==> config.mk <==
export PLATFORM = sky130hd
export DESIGN_NAME = img_stream_tx
export DESIGN_NICKNAME = d
export VERILOG_FILES = /design/src/rtl/img_stream_tx_pkg.sv /design/src/rtl/img_stream_tx_bit_packer.sv /design/src/rtl/img_stream_tx.sv
export SDC_FILE = /design/constraint.sdc
export NUM_CORES = 1
export LEC_CHECK = 0
export ABC_AREA = 1
export BUFFER_PORTS_ARGS = -buffer_cell sky130_fd_sc_hd__buf_2
export CAP_MARGIN = 0
export CORE_MARGIN = 2
export CORE_UTILIZATION = 59
export DETAILED_ROUTE_END_ITERATION = 16
export PLACE_DENSITY = 0.81
export SLEW_MARGIN = 0
export SYNTH_ARGS = -nofsm -noshare
export SYNTH_HDL_FRONTEND = slang
export SYNTH_SLANG_ARGS = --single-unit
==> constraint.sdc <==
create_clock -name clk -period 3.1 [get_ports clk]
set_clock_uncertainty 0.15 [all_clocks]
set_input_delay 0.31 -clock clk [delete_from_list [all_inputs] [get_ports clk]]
set_output_delay 0.31 -clock clk [all_outputs]
set_load 0.02 [all_outputs]
==> src/rtl/img_stream_tx_pkg.sv <==
// Shared constants and FSM state type for the image stream transmitter and the classifier top.
package img_stream_tx_pkg;

    localparam int AXIS_DATA_W = 128;
    localparam int AXIS_KEEP_W = 16;

    localparam int DEF_HEIGHT = 28;
    localparam int DEF_WIDTH  = 28;
    localparam int DEF_BEATS  = 8;

    typedef enum logic [2:0] {
        ST_IDLE,
        ST_LOAD,
        ST_PAD,
        ST_NEXT,
        ST_DONE
    } tx_state_t;

    // Fill counter must hold 0..AXIS_DATA_W-1+width.
    function automatic int fill_width(input int width);
        return $clog2(AXIS_DATA_W + width);
    endfunction

endpackage

==> src/rtl/img_stream_tx_bit_packer.sv <==
// Row-to-beat packer: ORs WIDTH-bit rows in at the fill offset and hands out the low 128 bits per take.
module img_stream_tx_bit_packer
    import img_stream_tx_pkg::*;
#(
    parameter int WIDTH  = DEF_WIDTH,
    parameter int FILL_W = fill_width(WIDTH)
) (
    input  logic                   clk,
    input  logic                   rst,
    input  logic                   clear,
    input  logic                   row_valid,
    input  logic [WIDTH-1:0]       row_data,
    input  logic                   take,
    output logic [AXIS_DATA_W-1:0] word,
    output logic [FILL_W-1:0]      fill
);

    localparam int ACC_W = AXIS_DATA_W + WIDTH;

    logic [ACC_W-1:0]  acc_reg;
    logic [ACC_W-1:0]  acc_next;
    logic [ACC_W-1:0]  shifted;
    logic [ACC_W-1:0]  row_ext;
    logic [FILL_W-1:0] fill_reg;
    logic [FILL_W-1:0] fill_next;
    logic [FILL_W-1:0] base;

    // A take with fill < 128 drains everything: bits above fill are always zero, so the shift clears them.
    always_comb begin
        shifted = acc_reg;
        base    = fill_reg;
        if (take) begin
            shifted = acc_reg >> AXIS_DATA_W;
            base    = (fill_reg >= FILL_W'(AXIS_DATA_W)) ? fill_reg - FILL_W'(AXIS_DATA_W) : '0;
        end
        row_ext   = {{AXIS_DATA_W{1'b0}}, row_data} << base;
        acc_next  = shifted;
        fill_next = base;
        if (row_valid) begin
            acc_next  = shifted | row_ext;
            fill_next = base + FILL_W'(WIDTH);
        end
    end

    always_ff @(posedge clk) begin
        if (rst || clear) begin
            acc_reg  <= '0;
            fill_reg <= '0;
        end else begin
            acc_reg  <= acc_next;
            fill_reg <= fill_next;
        end
    end

    assign word = acc_reg[AXIS_DATA_W-1:0];
    assign fill = fill_reg;

endmodule

==> src/rtl/img_stream_tx.sv <==
// AXI-Stream master that reads booleanized image rows from BRAM and streams them as padded 128-bit beats.
module img_stream_tx
    import img_stream_tx_pkg::*;
#(
    parameter int HEIGHT = DEF_HEIGHT,
    parameter int WIDTH  = DEF_WIDTH,
    parameter int BEATS  = DEF_BEATS,
    parameter int ADDR_W = 16,
    parameter int CNT_W  = 16
) (
    input  logic                   clk,
    input  logic                   rst,
    input  logic                   start,
    input  logic [CNT_W-1:0]       img_count,
    output logic [ADDR_W-1:0]      row_addr,
    output logic                   row_en,
    input  logic [WIDTH-1:0]       row_data,
    output logic [AXIS_DATA_W-1:0] m_tdata,
    output logic                   m_tvalid,
    input  logic                   m_tready,
    output logic [AXIS_KEEP_W-1:0] m_tkeep,
    output logic                   m_tlast,
    output logic                   busy,
    output logic                   done
);

    localparam int FILL_W = fill_width(WIDTH);
    localparam int ROW_W  = $clog2(HEIGHT + 1);
    localparam int BEAT_W = $clog2(BEATS + 1);

    tx_state_t              state_reg;
    logic [ROW_W-1:0]       row_cnt_reg;
    logic [BEAT_W-1:0]      beat_cnt_reg;
    logic [CNT_W-1:0]       img_idx_reg;
    logic [CNT_W-1:0]       img_cnt_reg;
    logic [ADDR_W-1:0]      img_base_reg;
    logic [ADDR_W-1:0]      row_addr_reg;
    logic                   row_en_reg;
    logic                   row_vld_reg;
    logic [AXIS_DATA_W-1:0] tdata_reg;
    logic                   tvalid_reg;
    logic                   tlast_reg;
    logic [AXIS_KEEP_W-1:0] tkeep_reg;
    logic                   busy_reg;
    logic                   done_reg;

    logic [AXIS_DATA_W-1:0] pack_word;
    logic [FILL_W-1:0]      pack_fill;
    logic [FILL_W-1:0]      fill_after;
    logic                   hs;
    logic                   out_free;
    logic                   load;
    logic                   issue;

    img_stream_tx_bit_packer #(
        .WIDTH (WIDTH),
        .FILL_W(FILL_W)
    ) u_packer (
        .clk      (clk),
        .rst      (rst),
        .clear    (state_reg == ST_NEXT),
        .row_valid(row_vld_reg),
        .row_data (row_data),
        .take     (load),
        .word     (pack_word),
        .fill     (pack_fill)
    );

    // In PAD every remaining beat is either the residual or zeros, so a load is always possible.
    always_comb begin
        hs       = tvalid_reg && m_tready;
        out_free = !tvalid_reg || m_tready;
        load     = 1'b0;
        if (out_free && (beat_cnt_reg != BEAT_W'(BEATS))) begin
            if (state_reg == ST_PAD)
                load = 1'b1;
            else if (state_reg == ST_LOAD && pack_fill >= FILL_W'(AXIS_DATA_W))
                load = 1'b1;
        end
        fill_after = pack_fill;
        if (load)
            fill_after = (pack_fill >= FILL_W'(AXIS_DATA_W)) ? pack_fill - FILL_W'(AXIS_DATA_W) : '0;
        // Only one read in flight; fill cannot grow before that read lands, so fill_after bounds it.
        issue = (state_reg == ST_LOAD) && (row_cnt_reg != ROW_W'(HEIGHT)) &&
                !row_en_reg && !row_vld_reg && (fill_after < FILL_W'(AXIS_DATA_W));
    end

    always_ff @(posedge clk) begin
        if (rst) begin
            state_reg    <= ST_IDLE;
            row_cnt_reg  <= '0;
            beat_cnt_reg <= '0;
            img_idx_reg  <= '0;
            img_cnt_reg  <= '0;
            img_base_reg <= '0;
            row_addr_reg <= '0;
            row_en_reg   <= 1'b0;
            row_vld_reg  <= 1'b0;
            tdata_reg    <= '0;
            tvalid_reg   <= 1'b0;
            tlast_reg    <= 1'b0;
            tkeep_reg    <= '0;
            busy_reg     <= 1'b0;
            done_reg     <= 1'b0;
        end else begin
            done_reg    <= 1'b0;
            row_en_reg  <= issue;
            row_vld_reg <= row_en_reg;

            if (issue) begin
                row_addr_reg <= img_base_reg + ADDR_W'(row_cnt_reg);
                row_cnt_reg  <= row_cnt_reg + ROW_W'(1);
            end

            if (load) begin
                tdata_reg    <= pack_word;
                tvalid_reg   <= 1'b1;
                tlast_reg    <= (beat_cnt_reg == BEAT_W'(BEATS - 1));
                tkeep_reg    <= '1;
                beat_cnt_reg <= beat_cnt_reg + BEAT_W'(1);
            end else if (hs) begin
                tdata_reg  <= '0;
                tvalid_reg <= 1'b0;
                tlast_reg  <= 1'b0;
                tkeep_reg  <= '0;
            end

            case (state_reg)
                ST_IDLE: begin
                    if (start) begin
                        if (img_count == '0) begin
                            done_reg <= 1'b1;
                        end else begin
                            state_reg    <= ST_LOAD;
                            busy_reg     <= 1'b1;
                            img_cnt_reg  <= img_count;
                            img_idx_reg  <= '0;
                            img_base_reg <= '0;
                            row_cnt_reg  <= '0;
                            beat_cnt_reg <= '0;
                        end
                    end
                end
                ST_LOAD: begin
                    // The last row's data is packed in this same cycle.
                    if (row_vld_reg && row_cnt_reg == ROW_W'(HEIGHT))
                        state_reg <= ST_PAD;
                end
                ST_PAD: begin
                    if (hs && tlast_reg)
                        state_reg <= ST_NEXT;
                end
                ST_NEXT: begin
                    if (img_idx_reg + CNT_W'(1) == img_cnt_reg) begin
                        state_reg <= ST_DONE;
                        busy_reg  <= 1'b0;
                        done_reg  <= 1'b1;
                    end else begin
                        state_reg    <= ST_LOAD;
                        img_idx_reg  <= img_idx_reg + CNT_W'(1);
                        img_base_reg <= img_base_reg + ADDR_W'(HEIGHT);
                        row_cnt_reg  <= '0;
                        beat_cnt_reg <= '0;
                    end
                end
                ST_DONE: begin
                    state_reg <= ST_IDLE;
                end
                default: begin
                    state_reg <= ST_IDLE;
                end
            endcase
        end
    end

    assign row_addr = row_addr_reg;
    assign row_en   = row_en_reg;
    assign m_tdata  = tdata_reg;
    assign m_tvalid = tvalid_reg;
    assign m_tlast  = tlast_reg;
    assign m_tkeep  = tkeep_reg;
    assign busy     = busy_reg;
    assign done     = done_reg;

endmodule

==> results of run 1 <==
worst register-to-register path, cell delays in order, from the launching register on:
cell and delay [ns]:
dfxtp_1 0.38, inv_1 0.10, ha_1 0.22, nand3_2 0.18
nand4_4 0.22, nand2_2 0.19, buf_12 0.20, nand3_1 0.15
nand3_1 0.14, nand3_1 0.16, nand3_1 0.21, nand2_1 0.21
nand2_1 0.14, nand3_1 0.15, a21oi_1 0.19
power by group through the flow:
stage	Sequential [mW]	Combinational, mW	Clock, mW
5_1_grt	5.20	3.82	4.81
4_1_cts	5.17	3.38	4.61
3_5_place_dp	5.27	3.34	0
3_3_place_gp	5.27	3.31	0
6_report	5.18	3.56	4.59
2_1_floorplan	5.36	2.17	0
final cells by class:
type,instances,share of cell area
clock buffers,57,0.0531
clock inverters,12,0.00567
inverters,135,0.0246
multi-input cells,1912,0.442
flip-flops and latches,372,0.355
well taps,390,0.0233
repair buffers,307,0.0960
cell usage in the layout, fill, tap and decap left out, drive strengths merged, types with 2 or more instances in the layout:
cell / Yosys / final
nand3b: 2 / 2
buf: 90 / 290
nor2: 123 / 123
a22oi: 12 / 12
clkinv: 1 / 7
clkbuf: 116 / 57
nand2: 805 / 806
o211ai: 5 / 5
dfxtp: 372 / 372
dlygate4sd3: 0 / 17
nand4: 103 / 104
nand3: 344 / 344
a21oi: 296 / 296
and2: 4 / 4
ha: 10 / 10
o21ai: 83 / 83
o21bai: 2 / 2
xnor2: 8 / 8
inv: 134 / 138
or2: 4 / 4
a31oi: 47 / 47
nor4: 7 / 7
nor3: 27 / 27
xor2: 24 / 24
logic make-up (layout without fill, tap and decap cells):
logic type | count (synthesis) | count (layout)
simple gates | 1420 | 1422
compound gates | 447 | 447
flops | 372 | 372
buf+inv | 341 | 511
xor+xnor | 32 | 32
fa+ha+maj | 10 | 10
mux | 1 | 1
layer usage:
metal | share of wire | track usage | vias to the layer above
met4 | 0.053 | 0.201 | 0
li1 | - | - | 9041
met1 | 0.41 | 0.506 | 8904
met2 | 0.44 | 0.606 | 1025
met5 | 0 | 0 | -
met3 | 0.095 | 0.0799 | 194
stage by stage:
step	std cells	setup slack (ns)	util	cell area, sq um
after global placement	3090	0.0904	0.647	19300
after CTS	3176	0.0664	0.694	20700
after global routing	3185	-0.0221	0.702	21000
after floorplan	2623	0.592	-	18000
after detailed placement	3090	0.0974	0.647	19300
final	3185	0.0347	0.702	21000
timing repair:
action,CTS,global route
endpoints found under the hold margin,17,0
cloned,0,2
pin swaps,0,3
setup endpoints to repair,1,86
resized for setup,1,42
setup buffers,0,7
hold buffers,17,0
how the worst max path moves through the flow:
stage	depth (start not counted)	start	endpoint
after floorplan	12	m_tkeep[14]	u_packer.acc_reg[121]
final	14	beat_cnt_reg[0]	u_packer.acc_reg[118]
after CTS	11	beat_cnt_reg[0]	u_packer.acc_reg[70]
after global placement	14	beat_cnt_reg[0]	u_packer.acc_reg[39]
after global routing	14	beat_cnt_reg[0]	u_packer.acc_reg[118]
after detailed placement	14	beat_cnt_reg[0]	u_packer.acc_reg[39]
==> out/metrics.csv, run 1 <==
stage,metric,value,unit
setup_path,crit_top_cell,nand3_1,
setup_path,critical_path.top_delay_family,simple AND/OR/NAND/NOR gates,
timing,finalHoldViolCount,0,
setup_path,path_cells,"inv_1, ha_1, nand3_2, nand4_4, nand2_2, buf_12, nand3_1, nand3_1, nand3_1, nand3_1, nand2_1, nand2_1, nand3_1, a21oi_1",
timing,setup_violations,0,
synthesis,post-synth-top-count-cell,nand2_1,
cells_and_area,syn2layout_area_growth,16.5,%
timing,tightest_slew,0.950,ns
placed_design,place_congestion,1.06,
synthesis,synth_cell_types,48,
timing,slew_headroom,0.366,
setup_path,worstPathMaxFanout,34,
floorplan,core,0.0299,sq mm
synthesis,synth_seq_area_share,0.413,
route,wl_per_cell,19.9,um
timing,slew_violations,0,
clock_tree,cts.sinks,372,
clock_tree,clkTransAtPathRegs,0.06,ns
floorplan,ios,213,
setup_path,ff2ff_path_depth,14,
synthesis,synth_top_family_by_area,simple AND/OR/NAND/NOR gates,
route,postRouteWirelength,63500,um
synthesis,synth_mux_area_frac,0.000556,
clock_tree,clock_path_buffers,3,
power,ir_drop,0.555,mV
power,pwr-share-seq,0.389,
flow_run,drv_cap,0,
floorplan,die_w,179,um
route,drt_iter0_markers,2259,
setup_path,start_kind,register,
power,p_clk_frac,0.345,
setup_path,cpMaxStageDelayCell,dfxtp_1,
route,drt-pass1-iter-count,6,
cells_and_area,seqCellArea,0.00745,sq mm
clock_tree,cts_htree_levels,2,
synthesis,synth-simple-area-share,0.348,
timing,post-route-min-period,3.07,ns
setup_path,worstSetupPathType,reg -> reg,
clock_tree,cts_root_buffer,clkbuf_16,
timing,post-route-period-util,0.989,
grt,grt.overflow.total,0,
clock_tree,cts_tree,yes,
floorplan,num_rows,63,
clock_tree,numCtsBuffers,40,
route,drc,0,
setup_path,reg2reg_from,beat_cnt_reg[0],
synthesis,synthCells,2623,
cells_and_area,nets,2826,
synthesis,syn_nets,2681,
synthesis,ys.flop_type,dfxtp_1,
synthesis,yosys_warnings,0,
power,power_leakage,8.41,nW
synthesis,synth_area_leaders,"dfxtp_1, nand2_1, nand3_1",
cells_and_area,fillerInstances,2569,
timing,tns,0,ns
setup_path,regToRegSetupSlack,0.03,ns
power,swShare,0.357,
timing,max_freq,0.326,GHz
floorplan,dieArea,0.0319,sq mm
setup_path,max_stage_delay,0.38,ns
synthesis,synth_xor_area_frac,0.0156,
synthesis,synth_top_area_cell,dfxtp_1,
setup_path,r2r-end,u_packer.acc_reg[118],
grt,grt_usage,0.388,
setup_path,end_kind,register,
power,p_total,13.3,mW
grt,antenna_found_initial,0,
synthesis,synth-compound-area-share,0.132,
synthesis,netlist_area,0.0180,sq mm
synthesis,yosys.area_share.adder,0.00695,
grt,grt_max_degree,166,
worst_hold_path,hp-class,in -> reg,
timing,timing.hold.ws,0.101,ns
synthesis,netlist_top_cells_count,"nand2_1, dfxtp_1, nand3_1",
placed_design,io_buffer_count,212,
power,internal_power,8.57,mW
floorplan,dieHeight,179,um
cells_and_area,drive_above_1_share,0.158,
worst_hold_path,holdPathStages,5,
route,ant_nets,0,
route,viasPerCell,6.02,
synthesis,synth-seq-cells,372,
floorplan,start_util,0.603,
power,p_comb_frac,0.267,
setup_path,timing.critical_path.buf_inv,2,
setup_path,cp.required,3.41,ns
route,vias,19200,
placed_design,dp_hpwl,44600,um
grt,grt_pass1_wl,96600,um
outcome,run_status,finished clean,
worst_hold_path,min-delay-start,img_count[15],
timing,rsz0062_at_grt,yes,
worst_hold_path,hold_path_end,done,
synthesis,synth_top_area_share,0.413,
cells_and_area,largest_reg_flops,156,
power,power.density,635,mW/mm^2
setup_path,arrival,3.38,ns
power,switchingPower,4.76,mW
clock_tree,clock_latency,0.54,ns
synthesis,ys_async_sr_fraction,0,
synthesis,synth_edf_count,0,
grt,grt_pass1_vias,17300,
cells_and_area,multiInputGateArea,0.00928,sq mm
cells_and_area,insertedDiodeCount,0,
synthesis,syn_avg_cell_area,6.87,sq um
(Power assumes the default switching activity.)
==> run 2: changes to the inputs <==
CAP_MARGIN = 10   (was 0)
PLACE_DENSITY = 0.8   (was 0.81)
SYNTH_HIERARCHICAL = 1   (was unset)
==> out/metrics.csv, run 2 <==
stage,metric,value,unit
flow_run,drv_cap,0,
route,drt_iter0_markers,2265,
grt,grt_usage,0.344,
floorplan,dieHeight,184,um
timing,max_freq,0.344,GHz
synthesis,netlist_area,0.0191,sq mm
floorplan,start_util,0.603,
power,p_total,15.1,mW
cells_and_area,largest_reg_flops,156,
floorplan,num_rows,65,
synthesis,yosys_warnings,6,
power,internal_power,9.52,mW
setup_path,end_kind,register,
synthesis,synth_seq_area_share,0.389,
power,power.density,705,mW/mm^2
placed_design,dp_hpwl,41800,um
route,postRouteWirelength,60300,um
power,switchingPower,5.58,mW
power,ir_drop,0.452,mV
setup_path,r2r-end,u_packer/acc_reg[137],
floorplan,dieArea,0.0339,sq mm
synthesis,post-synth-top-count-cell,nand2_1,
timing,slew_violations,0,
route,drc,0,
setup_path,start_kind,register,
clock_tree,clkTransAtPathRegs,0.06,ns
cells_and_area,insertedDiodeCount,0,
timing,post-route-period-util,0.937,
timing,tns,0,ns
clock_tree,cts_htree_levels,2,
floorplan,ios,213,
outcome,run_status,finished clean,
grt,grt_pass1_wl,93500,um
synthesis,synth_top_area_cell,dfxtp_1,
floorplan,core,0.0317,sq mm
synthesis,synth_area_leaders,"dfxtp_1, nand2_1, nand3_1",
synthesis,syn_nets,2913,
power,pwr-share-seq,0.359,
cells_and_area,fin_cells,3310,
clock_tree,cts_tree,yes,
grt,grt.overflow.total,0,
timing,timing.hold.ws,0.0532,ns
power,swShare,0.370,
power,p_clk_frac,0.324,
timing,slew_headroom,0.314,
setup_path,regToRegSetupSlack,0.19,ns
synthesis,synth-seq-cells,372,
grt,antenna_found_initial,0,
placed_design,place_congestion,1.02,
synthesis,synth_top_area_share,0.389,
setup_path,cp.required,3.41,ns
setup_path,crit_path_start,beat_cnt_reg[0],
placed_design,io_buffer_count,212,
synthesis,synthCells,2855,
synthesis,synth_edf_count,0,
setup_path,arrival,3.21,ns
clock_tree,clock_path_buffers,3,
route,wl_per_cell,18.2,um
cells_and_area,drive_above_1_share,0.148,
grt,grt_pass1_vias,17600,
synthesis,syn_avg_cell_area,6.70,sq um
power,power_leakage,8.82,nW
cells_and_area,mostFrequentLayoutCell,nand2_1,
grt,grt_max_degree,160,
timing,rsz0062_at_grt,no,
cells_and_area,syn2layout_area_growth,12.0,%
cells_and_area,nets,2937,
setup_path,cp-endpoint,u_packer/acc_reg[137],
setup_path,worstSetupPathType,reg -> reg,
synthesis,netlist_top_cells_count,"nand2_1, nand3_1, dfxtp_1",
placed_design,dp_cells,3219,
floorplan,die_w,184,um
power,p_comb_frac,0.317,
clock_tree,cts.sinks,372,
synthesis,ys_async_sr_fraction,0,
timing,tightest_slew,1.03,ns
route,vias,19600,
synthesis,ys.flop_type,dfxtp_1,
clock_tree,numCtsBuffers,39,
clock_tree,cts_root_buffer,clkbuf_16,
clock_tree,clock_latency,0.53,ns
cells_and_area,final_cell_mix,"nand2_1, dfxtp_1, nand3_1, a21oi_1, buf_2",
route,drt-pass1-iter-count,8,
route,ant_nets,0,
setup_path,reg2reg_from,beat_cnt_reg[0],
setup_path,ff2ff_path_depth,22,
setup_path,worstPathMaxFanout,30,
timing,setup_violations,0,
worst_hold_path,hp-class,in -> reg,
synthesis,synth_cell_types,40,
timing,post-route-min-period,2.91,ns
route,viasPerCell,5.92,
timing,finalHoldViolCount,0,
==> run 2: cell count changes in the layout (fill, tap and decap cells not counted), moves of 10 or more <==
cell     delta
inv_1      +16
a21oi_1    +26
a22oi_1    -11
o21ai_2    -10
nand3_1    +41
nand2_1    +80
xor2_1     -18
==> run 2: final cells by class <==
class	instances	area, sq um
fillers	2804	10300
flip-flops and latches	372	7450
clock inverters	10	151
inverters	152	586
repair buffers	317	2180
well taps	402	503
clock buffers	60	1210
multi-input cells	1997	9350
==> run 2: metal layers <==
layer,track usage,vias up,wire (um)
li1,-,9382,-
met1,0.458,9091,24900
met2,0.556,961,27700
met3,0.0428,150,4950
met4,0.162,0,2790
met5,0,-,0
==> run 2: what timing repair did <==
action	4_1_cts	5_1_grt
gates resized for setup	1	37
buffers inserted	0	2
hold endpoints to repair	24	0
cloned	0	1
pin swaps	0	1
hold buffers	18	0
endpoints found under the setup margin	1	156
==> run 2: critical path, stage by stage (launching register included) <==
cell     delay (ns)
dfxtp_1        0.33
inv_1          0.06
ha_1           0.18
nand3_1        0.07
nand2_1        0.05
inv_1          0.05
nand2_1        0.10
inv_4          0.14
nand2_8        0.11
nand2_4        0.11
buf_12         0.18
nand3_2        0.14
buf_4          0.18
inv_1          0.06
nand2_1        0.08
nand2_1        0.09
nand2_1        0.11
nor2_1         0.14
buf_4          0.16
nand2_1        0.05
nand2_1        0.09
nand2_1        0.07
a21oi_1        0.11
==> run 2: worst min path at each step <==
| stage | startpoint | to | slack (ns) | cells past startpoint |
|---|---|---|---|---|
| floorplan | img_cnt_reg[1] | img_cnt_reg[1] | 0.29 | 2 |
| global placement | m_tdata[19] | m_tdata[19] | 0.29 | 2 |
| detailed placement | m_tdata[46] | m_tdata[46] | 0.30 | 2 |
| CTS | img_count[10] | img_cnt_reg[10] | 0.02 | 3 |
| global route | img_count[10] | img_cnt_reg[10] | 0.07 | 3 |
| finish | img_count[10] | img_cnt_reg[10] | 0.05 | 3 |
==> run 2: power groups by stage <==
| stage | clock network [mW] | logic [mW] | registers (mW) |
|---|---|---|---|
| after CTS | 4.94 | 4.58 | 5.41 |
| after floorplan | 0 | 3.12 | 5.59 |
| final | 4.89 | 4.78 | 5.42 |
| after global placement | 0 | 4.47 | 5.50 |
| after detailed placement | 0 | 4.53 | 5.51 |
| after global routing | 5.12 | 5.23 | 5.46 |
==> run 2: logic make-up (layout without fill, tap and decap cells) <==
kind of cell,count (synthesis),after routing,share of synthesized area
compound gates,460,460,0.126
xor+xnor,10,10,0.00530
fa+ha+maj,10,10,0.00654
buf+inv,486,539,0.129
flops,372,372,0.389
mux,1,1,0.000523
simple gates,1516,1516,0.343
==> run 2: through the flow <==
step                setup WS [ns]   util  instance area [sq um]
floorplan                  0.0592      -                  19100
global placement           0.0141  0.621                  19700
detailed placement         0.0170  0.621                  19700
CTS                        0.0259  0.670                  21300
global route             0.000977  0.675                  21400
finish                      0.194  0.675                  21400
==> run 3: changes to the inputs <==
CORE_UTILIZATION = 45   (was 59)
PLACE_DENSITY = unset   (was 0.8)
SETUP_SLACK_MARGIN = 0.3   (was unset)
==> out/metrics.csv, run 3 (synthesized netlist as in run 2, its figures left out) <==
stage,metric,value,unit
clock_tree,clkTransAtPathRegs,0.06,ns
worst_hold_path,holdPathStages,3,
floorplan,core,0.0419,sq mm
setup_path,cp.required,3.39,ns
setup_path,critical_path.top_delay_family,simple AND/OR/NAND/NOR gates,
grt,grt_pass1_wl,100000,um
cells_and_area,final_util,0.536,
worst_hold_path,hold_path_end,img_cnt_reg[13],
timing,slew_violations,0,
timing,finalHoldViolCount,0,
setup_path,r2r-end,u_packer/acc_reg[96],
power,power_leakage,9.14,nW
timing,post-route-min-period,2.76,ns
placed_design,dp_hpwl,47500,um
setup_path,path_cells,"inv_4, nor3_4, inv_1, nand2_1, nand2_2, inv_4, nand2_8, nand2_8, clkinv_8, buf_12, buf_8, nand3_4, nand3_1, nand3_1, nand3_1, nand2_1, nand2_1, nand3_1, a21oi_1",
floorplan,start_util,0.456,
placed_design,place_congestion,1.00,
timing,slew_headroom,0.407,
floorplan,dieHeight,210,um
grt,grt_pass1_vias,17800,
floorplan,die_w,210,um
clock_tree,cts_root_buffer,clkbuf_16,
cells_and_area,insertedDiodeCount,0,
setup_path,timing.critical_path.buf_inv,6,
timing,setup_violations,0,
cells_and_area,drive_above_1_share,0.195,
clock_tree,numCtsBuffers,42,
timing,tightest_slew,0.886,ns
route,wl_per_cell,18.9,um
flow_run,drv_cap,0,
route,viasPerCell,5.51,
route,ant_nets,0,
setup_path,cpMaxStageDelayCell,dfxtp_2,
setup_path,crit_top_cell,nand3_1,
setup_path,worstPathMaxFanout,7,
grt,grt_usage,0.288,
setup_path,start_kind,register,
timing,timing.hold.ws,0.0415,ns
cells_and_area,final_cell_mix,"nand2_1, dfxtp_1, a21oi_1, nand3_1, buf_2",
clock_tree,clock_path_buffers,3,
route,drt_iter0_markers,1560,
timing,post-route-period-util,0.890,
power,p_total,15.6,mW
power,ir_drop,0.668,mV
cells_and_area,fin_area,0.0225,sq mm
worst_hold_path,hp-class,in -> reg,
setup_path,ff2ff_path_depth,19,
cells_and_area,largest_reg_flops,156,
clock_tree,cts.sinks,372,
grt,grt_max_degree,130,
grt,grt.overflow.total,0,
floorplan,num_rows,75,
placed_design,placed_area,0.0200,sq mm
floorplan,dieArea,0.0442,sq mm
route,postRouteWirelength,66000,um
setup_path,regToRegSetupSlack,0.34,ns
cells_and_area,nets,2971,
power,power.density,693,mW/mm^2
outcome,run_status,finished clean,
setup_path,arrival,3.05,ns
setup_path,reg2reg_from,state_reg[1],
placed_design,io_buffer_count,212,
setup_path,max_stage_delay,0.36,ns
route,drt-pass1-iter-count,6,
setup_path,end_kind,register,
clock_tree,cts_tree,yes,
route,drc,0,
clock_tree,clock_latency,0.57,ns
timing,rsz0062_at_grt,yes,
setup_path,worstSetupPathType,reg -> reg,
cells_and_area,mostFrequentLayoutCell,nand2_1,
floorplan,ios,213,
cells_and_area,fillerInstances,4244,
clock_tree,cts_htree_levels,2,
cells_and_area,syn2layout_area_growth,17.7,%
timing,tns,0,ns
grt,antenna_found_initial,0,
worst_hold_path,min-delay-start,img_count[13],
timing,max_freq,0.362,GHz
route,vias,19200,
[run 3: changes by cell type in the layout (fill, tap and decap cells not counted), sizes merged]
cell | before | now
clkbuf | 61 | 64
buf | 298 | 327
inv | 151 | 149
clkinvlp | 2 | 3
clkinv | 6 | 12
bufinv | 3 | 4
[run 3: tightest hold or removal path, stage by stage]
cell and delay (ns):
buf_2 0.10, o21ai_0 0.16, a21oi_1 0.14
[run 3: timing repair]
| action | CTS | global route |
|---|---|---|
| gates cloned | 0 | 4 |
| endpoints found under the setup margin | 132 | 308 |
| resized for setup | 25 | 158 |
| buffers inserted | 1 | 13 |
| hold endpoints to repair | 42 | 0 |
| hold buffers | 18 | 0 |
| pin swaps | 3 | 26 |
[run 3: per-stage QoR]
| stage | worst slack, ns | cells |
|---|---|---|
| floorplan | 0.336 | 2855 |
| global placement | 0.0652 | 3372 |
| detailed placement | 0.0785 | 3372 |
| CTS | 0.297 | 3468 |
| global route | 0.208 | 3485 |
| finish | 0.340 | 3485 |
[run 3: worst max path at each step]
stage	startpoint	to	cells after the start
finish	state_reg[1]	u_packer/acc_reg[96]	19
CTS	beat_cnt_reg[0]	u_packer/acc_reg[140]	18
detailed placement	beat_cnt_reg[0]	u_packer/acc_reg[139]	22
floorplan	m_tkeep[14]	u_packer/fill[6]	15
global route	beat_cnt_reg[1]	u_packer/acc_reg[139]	20
global placement	beat_cnt_reg[0]	u_packer/acc_reg[79]	22
[run 3: power breakdown]
group          total [mW]  leakage, nW  internal, mW  switching, mW
Sequential           5.45         3.01          5.15          0.300
Clock                5.13        0.686          3.05           2.08
Combinational        5.01         5.44          1.54           3.47
Total                15.6         9.14          9.74           5.85
[run 3: cell type report]
class / count / area, sq um / share of cell area
clock inverter: 16 / 214 / 0.00951
tap: 539 / 674 / 0.0300
multi-input combinational: 1997 / 9860 / 0.438
sequential: 372 / 7460 / 0.331
clock buffer: 61 / 1200 / 0.0535
timing repair buffer: 348 / 2490 / 0.111
inverter: 152 / 598 / 0.0266
[run 3: layer usage]
metal,part of all wire,global-route usage,vias up
li1,-,-,9457
met1,0.44,0.379,9073
met2,0.48,0.489,591
met3,0.049,0.0362,71
met4,0.028,0.0929,0
met5,0,0,-
